===== src/rtl/sha256_round_ctrl.sv =====
`default_nettype none
// ============================================================================
//  Module      : sha256_round_ctrl
//  Description : Sequencing controller for the SHA-256 compression datapath.
//                Accepts padded blocks, loads the schedule, steps the rounds,
//                updates/chains the hash state and holds the digest flag
//                until the consumer acknowledges it.
//  Revision    : 1.0 - initial release
// ============================================================================
module sha256_round_ctrl #(
    parameter int ROUNDS = 64,
    parameter int RW     = 6,
    parameter int CNTW   = 16
) (
    input  logic            clk,
    input  logic            rst,
    input  logic            blk_valid,
    input  logic            blk_last,
    output logic            blk_ready,
    input  logic            pad_ovf,
    output logic            core_load,
    output logic            h_init,
    output logic            core_en,
    output logic [RW-1:0]   round_idx,
    output logic            h_update,
    output logic            digest_valid,
    input  logic            digest_ack,
    output logic            busy,
    output logic            err,
    output logic [CNTW-1:0] blk_cnt
);

    typedef enum logic [2:0] {
        S_IDLE   = 3'd0,
        S_LOAD   = 3'd1,
        S_ROUND  = 3'd2,
        S_UPDATE = 3'd3,
        S_DONE   = 3'd4,
        S_ERR    = 3'd5
    } state_t;

    localparam logic [RW-1:0]   C_LAST_ROUND = RW'(ROUNDS - 1);
    localparam logic [CNTW-1:0] C_CNT_MAX    = {CNTW{1'b1}};

    state_t          r_state;
    state_t          w_state_nxt;
    logic            r_first_blk;
    logic            r_last_q;
    logic [RW-1:0]   r_round;
    logic [CNTW-1:0] r_cnt;

    // Ready is a pure state decode so the padder never sees a comb path.
    assign blk_ready = (r_state == S_IDLE);
    assign round_idx = r_round;
    assign blk_cnt   = r_cnt;

    // State register.
    always_ff @(posedge clk or posedge rst) begin
        if (rst) begin
            r_state <= S_IDLE;
        end else begin
            r_state <= w_state_nxt;
        end
    end

    // Next-state decode; an overflow from the padder overrides everything.
    always_comb begin
        w_state_nxt = r_state;
        if (pad_ovf) begin
            w_state_nxt = S_ERR;
        end else begin
            case (r_state)
                S_IDLE:   if (blk_valid) w_state_nxt = S_LOAD;
                S_LOAD:   w_state_nxt = S_ROUND;
                S_ROUND:  if (r_round == C_LAST_ROUND) w_state_nxt = S_UPDATE;
                S_UPDATE: w_state_nxt = r_last_q ? S_DONE : S_IDLE;
                S_DONE:   if (digest_ack) w_state_nxt = S_IDLE;
                S_ERR:    w_state_nxt = S_ERR;
                default:  w_state_nxt = S_IDLE;
            endcase
        end
    end

    // Registered Moore outputs, computed from the state being entered.
    always_ff @(posedge clk or posedge rst) begin
        if (rst) begin
            core_load    <= 1'b0;
            h_init       <= 1'b0;
            core_en      <= 1'b0;
            h_update     <= 1'b0;
            digest_valid <= 1'b0;
            busy         <= 1'b0;
            err          <= 1'b0;
        end else begin
            core_load    <= (w_state_nxt == S_LOAD);
            h_init       <= (w_state_nxt == S_LOAD) && r_first_blk;
            core_en      <= (w_state_nxt == S_ROUND);
            h_update     <= (w_state_nxt == S_UPDATE);
            digest_valid <= (w_state_nxt == S_DONE);
            busy         <= (w_state_nxt != S_IDLE);
            err          <= (w_state_nxt == S_ERR);
        end
    end

    // Round index, block counter and message-chaining flags; frozen on overflow.
    always_ff @(posedge clk or posedge rst) begin
        if (rst) begin
            r_round     <= '0;
            r_cnt       <= '0;
            r_first_blk <= 1'b1;
            r_last_q    <= 1'b0;
        end else if (!pad_ovf) begin
            case (r_state)
                S_IDLE: begin
                    if (blk_valid) r_last_q <= blk_last;
                end
                S_LOAD: begin
                    r_round <= '0;
                end
                S_ROUND: begin
                    // Explicit wrap so ROUNDS below 2^RW still leaves 0 behind.
                    r_round <= (r_round == C_LAST_ROUND) ? '0 : r_round + 1'b1;
                end
                S_UPDATE: begin
                    if (r_cnt != C_CNT_MAX) r_cnt <= r_cnt + 1'b1;
                    r_first_blk <= r_last_q;
                end
                S_DONE: begin
                    if (digest_ack) begin
                        r_cnt       <= '0;
                        r_first_blk <= 1'b1;
                    end
                end
                default: ;
            endcase
        end
    end

endmodule
`default_nettype wire


===== config.mk =====
export PLATFORM = sky130hd
export DESIGN_NAME = sha256_round_ctrl
export DESIGN_NICKNAME = d
export VERILOG_FILES = /design/src/rtl/sha256_round_ctrl.sv
export SDC_FILE = /design/constraint.sdc
export NUM_CORES = 1
export LEC_CHECK = 0
export ABC_AREA = 0
export CAP_MARGIN = 40
export CORE_MARGIN = 5
export CORE_UTILIZATION = 45
export CTS_CLUSTER_DIAMETER = 60
export CTS_CLUSTER_SIZE = 20
export DETAILED_ROUTE_END_ITERATION = 10
export GPL_TIMING_DRIVEN = 1
export PLACE_DENSITY = 0.7
export SLEW_MARGIN = 20
export SYNTH_ARGS = -nofsm -noshare
export SYNTH_HDL_FRONTEND = slang
export SYNTH_SLANG_ARGS = --single-unit
export TNS_END_PERCENT = 5

===== constraint.sdc =====
create_clock -name clk -period 2.18 [get_ports clk]
set_input_delay 0.436 -clock clk [delete_from_list [all_inputs] [get_ports clk]]
set_output_delay 0.436 -clock clk [all_outputs]
set_load 0.03 [all_outputs]

==> results.sh, run 1 <==
export IMPL_outcome="finished, final reports clean"
export IMPL_dp_cells=280
export IMPL_portBuffers=35
export IMPL_wl_mm=4.53
export IMPL_vias=1700
export IMPL_boundaryPins=36
export IMPL_syn_avg_cell_area_sq_um=9.94
export IMPL_yosysSeqAreaShare_pct=44.4
export IMPL_dieArea_sq_um=5670
export IMPL_synth_common_cells="33 x dfrtp_1, 15 x o21ai_0, 13 x nand2_1, 13 x o22a_1, 12 x nor2_1"
export IMPL_grt_usage_pct=17.6
export IMPL_insertion_delay_ns=0.28
export IMPL_switching_power_uw=672
export IMPL_clkTransAtPathRegs_ns=0.07
export IMPL_routedWlPerCell_um=15.7
export IMPL_syn_to_final_growth_pct=27.6
export IMPL_grt_pass1_vias=1771
export IMPL_switching_share_pct=35.0
export IMPL_crit_path_end="r_last_q"
export IMPL_finalHoldViolCount=0
export IMPL_layout_cells_non_filler=288
export IMPL_fp_dieW_um=75.3
export IMPL_leakagePower_nw=1.03
export IMPL_synthCells=193
export IMPL_max_freq_mhz=504
export IMPL_synthFlopType="dfrtp_1"
export IMPL_finalCritPeriodShare_pct=90.9
export IMPL_postRouteAntennaNets=0
export IMPL_p_int_mw=1.25
export IMPL_yosysUniqueCellTypes=51
export IMPL_cts_buffer_depth=2
export IMPL_cts_max_level=2
export IMPL_tightest_slew_ns=0.437
export IMPL_gp_congestion=0.820
export IMPL_post_cts_buffers=0
export IMPL_synth_nets=201
export IMPL_cts_tree="built"
export IMPL_rows=23
export IMPL_min_path_type="flop to flop"
export IMPL_skew_ns=0.00621
export IMPL_pwr_share_seq_pct=42.3
export IMPL_drc=0
export IMPL_power_total_mw=1.92
export IMPL_grt_max_degree=35
export IMPL_synthArstFlopShare_pct=100
export IMPL_met1Wirelength_mm=2.02
export IMPL_synth_top_area_share_pct=43.1
export IMPL_yosysWarnings=0
export IMPL_worstSetupStartpointType="flop"
export IMPL_p_per_area_nw_per_um2=784
export IMPL_comb_power_share_pct=32.8
export IMPL_first_iter_violations=119
export IMPL_synth_ff_latch_count=34
export IMPL_reg2reg_to="r_last_q"
export IMPL_numCtsBuffers=5
export IMPL_crit_start="round_idx[0]"
export IMPL_coreArea_sq_um=4060
export IMPL_hpwl_mm=3.24
export IMPL_synth_top_area_cell="dfrtp_1"
export IMPL_initial_utilization_pct=47.3
export IMPL_synth_area_leaders="dfrtp_1 43%, o22a_1 5.9%, o21ai_0 3.9%"
export IMPL_period_minus_slack_ns=1.98
export IMPL_r2r_setup_slack_ns=0.20
export IMPL_cp_arrival_ns=2.14
export IMPL_slew_headroom_pct=70.9
export IMPL_yosysMostFrequentCell="dfrtp_1"
export IMPL_first_pass_iters=5
export IMPL_ctsResizeCount=1
export IMPL_wl_met2_mm=2.19
export IMPL_cts_sinks=34
export IMPL_rsz0062_at_grt="false"
export IMPL_antenna_found_initial=0
export IMPL_cp_max_fo=6
export IMPL_overflow=0
export IMPL_worstSetupPathType="flop to flop"
export IMPL_netlist_area_sq_um=1920
export IMPL_diodes=0
export IMPL_ir_drop_mv=0.649
export IMPL_tns_ns=0
export IMPL_dieHeight_um=75.3
export IMPL_setup_violations=0
export IMPL_clkPwrFrac_pct=24.9
export IMPL_cts_hold_buf=0
export IMPL_avgViaCountPerCell=5.90
export IMPL_nNetsFinal=245
export IMPL_cts_root_buffer="clkbuf_8"
export IMPL_endpoint_kind="flop"
export IMPL_r2r_start="round_idx[0]"
export IMPL_top_layer="met4"
export IMPL_wl_met3_um=231
export IMPL_grt_pass1_wl_mm=7.76
export IMPL_maxCapViolations=0
export IMPL_drv_slew=0
export IMPL_layout_drive_gt1_share_pct=14.3
export IMPL_cp_required_ns=2.34
export IMPL_r2r_cells=5
export IMPL_synth_edf_count=0
[kinds of logic (layout without fill, tap and decap cells)]
logic type | Yosys count | after routing | share of synthesized area, %
and+or+nand+nor | 88 | 88 | 30.3
AOI/OAI and AO/OA | 48 | 48 | 17.2
DFF | 34 | 34 | 44.4
buffers and inverters | 17 | 62 | 4.50
muxes | 3 | 3 | 1.76
adders and majority gates | 2 | 2 | 1.30
xor gates and xnor gates | 1 | 1 | 0.457
[state kept, by name, summed over array words and instances, names as in the netlist]
name / flops
round_idx: 6
h_init: 1
core_load: 1
busy: 1
h_update: 1
r_first_blk: 1
err: 1
blk_cnt: 16
digest_valid: 1
r_state: 3
core_en: 1
r_last_q: 1
[layer usage]
| metal | vias to the layer above | track usage (%) |
|---|---|---|
| li1 | 809 | - |
| met1 | 830 | 22.0 |
| met2 | 53 | 28.8 |
| met3 | 8 | 3.47 |
| met4 | 0 | 9.13 |
| met5 | - | 0 |
[layout make-up]
cell class,count,area (sq um)
multi-input cells,142,980
well taps,50,62.6
clock inverters,1,5.00
repair buffers,46,432
flip-flops and latches,34,852
clock buffers,7,86.3
inverters,8,30.0
fillers,339,1610
[how the worst min path moves through the flow]
stage                        end  cells after the start          from
finish               r_first_blk                      1   r_first_blk
global placement    round_idx[2]                      1  round_idx[2]
CTS                  r_first_blk                      1   r_first_blk
global route         r_first_blk                      1   r_first_blk
detailed placement   r_first_blk                      1   r_first_blk
floorplan            r_first_blk                      1   r_first_blk
[power by group through the flow]
stage / Combinational, mW / Sequential, mW / Clock [mW]
2_1_floorplan: 0.302 / 0.916 / 0
3_3_place_gp: 0.617 / 0.818 / 0
3_5_place_dp: 0.632 / 0.822 / 0
4_1_cts: 0.634 / 0.811 / 0.494
5_1_grt: 0.684 / 0.827 / 0.526
6_report: 0.630 / 0.812 / 0.478
[cells in the final DEF, fill, tap and decap left out, types with 2 or more instances in the layout]
cell type,synthesis,routed
and2_1,2,2
nor4_4,2,2
o21ai_1,3,3
nand4_2,3,3
o22a_1,13,13
a21oi_1,4,4
clkdlybuf4s50_1,0,34
nor4_1,8,8
and3b_1,2,2
nor2b_1,3,3
inv_1,8,8
mux2_1,2,2
nand3_1,7,7
and3_1,3,3
nand4_1,3,3
or3_1,2,2
nand2_1,13,13
ha_1,2,2
clkbuf_8,0,6
a31oi_1,3,3
nor3b_1,6,6
a21o_1,2,2
buf_4,1,11
o21ai_0,15,15
nor2_1,12,12
nor3_1,8,8
or2_2,2,2
nand2b_1,2,2
dfrtp_1,33,33
[per-stage QoR]
stage                     setup WS, ns  hold WS (ns)  cell area (sq um)  util (%)
after floorplan                  0.152         0.502               1920         -
final                            0.198         0.528               2450      60.3
after CTS                        0.202         0.526               2450      60.3
after detailed placement        0.0789         0.521               2360      58.1
after global routing            0.0577         0.562               2450      60.3
after global placement          0.0894         0.515               2360      58.1
[critical path: stages, from the launching register on]
cell	delay, ns
dfrtp_1	0.44
ha_1	0.23
and3_1	0.29
nand4_2	0.18
a221oi_2	0.37
mux2_1	0.35
Note: power is estimated with default switching activity, not from simulation.
==> run 2, diff against run 1 <==
ABC_AREA = 1   (was 0)
CORE_MARGIN = unset   (was 5)
PLACE_DENSITY = 0.71   (was 0.7)
==> run 2 against run 1 <==
Clock-buffer cell count unchanged. Die area down 22%. Power up 13%. Non-clock buffer count down 8. Register-to-register slack better by 0.09 ns. Clock power up 18%. First-iteration DRC count down 25%. Maximum frequency up 4.5%. Clock skew up 0.0028 ns. Flip-flop and latch count unchanged. Critical path depth down 4. Worst hold slack worse by 0.029 ns. Critical path type is now flop to output pin. Critical endpoint is now blk_cnt[0].
==> results.sh, run 2 <==
export IMPL_outcome="finished, final reports clean"
export IMPL_post_cts_buffers=0
export IMPL_netlist_area_sq_um=1860
export IMPL_grt_pass1_vias=1452
export IMPL_synth_common_cells="77 x nand2_1, 33 x dfrtp_1, 32 x nor2_1"
export IMPL_layout_cells_non_filler=342
export IMPL_worstSetupPathType="flop to output pin"
export IMPL_clkTransAtPathRegs_ns=0.07
export IMPL_synth_top_area_share_pct=44.3
export IMPL_numCtsBuffers=5
export IMPL_synth_area_leaders="dfrtp_1 44%, nand2_1 16%, nand3_1 6.4%"
export IMPL_hpwl_mm=2.87
export IMPL_cts_sinks=34
export IMPL_dieHeight_um=66.4
export IMPL_leakagePower_nw=1.11
export IMPL_yosysSeqAreaShare_pct=45.7
export IMPL_yosysUniqueCellTypes=27
export IMPL_ir_drop_mv=0.550
export IMPL_cp_slowest_cell="clkdlybuf4s50_1"
export IMPL_cts_tree="built"
export IMPL_p_per_area_nw_per_um2=909
export IMPL_vias=1654
export IMPL_min_path_type="flop to flop"
export IMPL_cts_root_buffer="clkbuf_8"
export IMPL_synthCells=249
export IMPL_grtUsageMet3_pct=5.17
export IMPL_rows=23
export IMPL_cts_max_level=2
export IMPL_portBuffers=35
export IMPL_layout_drive_gt1_share_pct=7.19
export IMPL_synth_ff_latch_count=34
export IMPL_cp_cell_sequence="clkdlybuf4s50_1"
export IMPL_skew_ns=0.00902
export IMPL_cp_max_fo=7
export IMPL_cp_required_ns=1.74
export IMPL_wl_mm=3.91
export IMPL_maxCapViolations=0
export IMPL_grt_usage_pct=19.7
export IMPL_synth_top_area_cell="dfrtp_1"
export IMPL_grt_pass1_wl_mm=6.38
export IMPL_antenna_found_initial=0
export IMPL_boundaryPins=36
export IMPL_avgViaCountPerCell=4.84
export IMPL_slew_headroom_pct=69.9
export IMPL_nNetsFinal=299
export IMPL_drc=0
export IMPL_first_pass_iters=6
export IMPL_initial_utilization_pct=46.6
export IMPL_grt_busiest_layer="met2"
export IMPL_use_met2_pct=31.5
export IMPL_critPathTopFamily="buffers and inverters"
export IMPL_endpoint_kind="output pin"
export IMPL_grt_max_degree=35
export IMPL_coreArea_sq_um=4000
export IMPL_setup_violations=0
export IMPL_cp_arrival_ns=1.46
export IMPL_fp_dieW_um=66.4
export IMPL_finalHoldViolCount=0
export IMPL_timing_hold_ws_ns=0.500
export IMPL_largest_reg_flops=16
export IMPL_diodes=0
export IMPL_critPathBufInv=1
export IMPL_routedWlPerCell_um=11.4
export IMPL_max_freq_mhz=527
export IMPL_syn_avg_cell_area_sq_um=7.49
export IMPL_drv_slew=0
export IMPL_cts_buffer_depth=2
export IMPL_synth_edf_count=0
export IMPL_yosysMostFrequentCell="nand2_1"
export IMPL_yosysWarnings=0
export IMPL_worstSetupStartpointType="flop"
export IMPL_cpPeakStageDelay_ns=0.71
export IMPL_rsz0062_at_grt="false"
export IMPL_power_total_mw=2.16
export IMPL_dp_cells=334
export IMPL_period_minus_slack_ns=1.90
export IMPL_synth_nets=257
export IMPL_mostFrequentLayoutCells="77 x nand2_1, 34 x clkdlybuf4s50_1, 33 x dfrtp_1"
export IMPL_first_iter_violations=89
export IMPL_overflow=0
export IMPL_syn_to_final_growth_pct=27.8
export IMPL_tightest_slew_ns=0.449
export IMPL_gp_congestion=0.868
export IMPL_use_met1_pct=25.4
export IMPL_insertion_delay_ns=0.29
export IMPL_layout_commonest_cell="nand2_1"
export IMPL_tns_ns=0
export IMPL_finalCritPeriodShare_pct=87.0
export IMPL_dieArea_sq_um=4400
export IMPL_cts_hold_buf=0
export IMPL_postRouteAntennaNets=0
export IMPL_synthFlopType="dfrtp_1"
export IMPL_synthArstFlopShare_pct=100
export IMPL_fin_util_pct=59.6
## run 2: cell types whose count changed in the layout (fill, tap and decap cells not counted), moves of 6 or more
cell     previous run  this run
buf_4              11         3
o22a_1             13         0
xor2_1              0         7
nand3_1             7        24
nor4_1              8         0
nand2_1            13        77
nor2_1             12        32
o21ai_0            15         8
nor3_1              8         2
o21ai_1             3        10
inv_1               8        26
nor3b_1             6         0
## run 2: cell families after synthesis
group / count (synthesis) / share of synthesized area [%]
AO/OA/AOI/OAI: 22 / 6.64
XOR/XNOR: 8 / 3.76
adder cells (fa/ha/maj): 2 / 1.34
buffers and inverters: 32 / 7.25
flip-flops: 34 / 45.7
AND/OR/NAND/NOR: 151 / 35.3
## run 2: metal layers
metal / up-vias / share of wire (%) / wire length [um]
met5: - / 0 / 0
met2: 39 / 48 / 1870
met1: 736 / 46 / 1790
met3: 5 / 4.9 / 193
li1: 874 / - / -
met4: 0 / 1.4 / 55
## run 2: layout make-up
class	instances	area, sq um
sequential	34	852
clock inverter	1	30.0
timing repair buffer	38	375
inverter	29	109
multi-input combinational	183	877
fill	412	1620
tap	50	62.6
clock buffer	7	76.3
## run 2: timing repair
item | 4_1_cts | 5_1_grt
resized for setup | 0 | 1
endpoints found under the hold margin | 0 | 0
endpoints found under the setup margin | 0 | 1
## run 2: worst paths after layout
path,start,endpoint,slack (ns),depth (start not counted)
setup / recovery,blk_cnt[0],blk_cnt[0],0.28,1
hold / removal,r_first_blk,h_init,0.50,2
setup reg to reg,blk_cnt[0],blk_cnt[14],0.28,8
hold reg to reg,r_first_blk,h_init,0.50,2
max in group asynchronous,rst,r_first_blk,1.31,3
min in group asynchronous,rst,blk_cnt[2],0.54,3
## run 2: power breakdown
part / internal (mW) / total [mW] / switching [mW]
combinational: 0.260 / 0.749 / 0.489
sequential: 0.739 / 0.851 / 0.112
clock: 0.342 / 0.565 / 0.223
total: 1.34 / 2.16 / 0.823
## run 2: metrics by stage
stage | setup WS [ns] | area, sq um
floorplan | 0.425 | 1860
global placement | 0.284 | 2270
detailed placement | 0.199 | 2270
CTS | 0.00907 | 2380
finish | 0.283 | 2380
global route | 0.159 | 2380
==> run 3, diff against run 2 <==
TNS_END_PERCENT = unset   (was 5)
==> results of run 3 <==
Same layout as run 2: the final DEF is identical, and so are final timing and power.
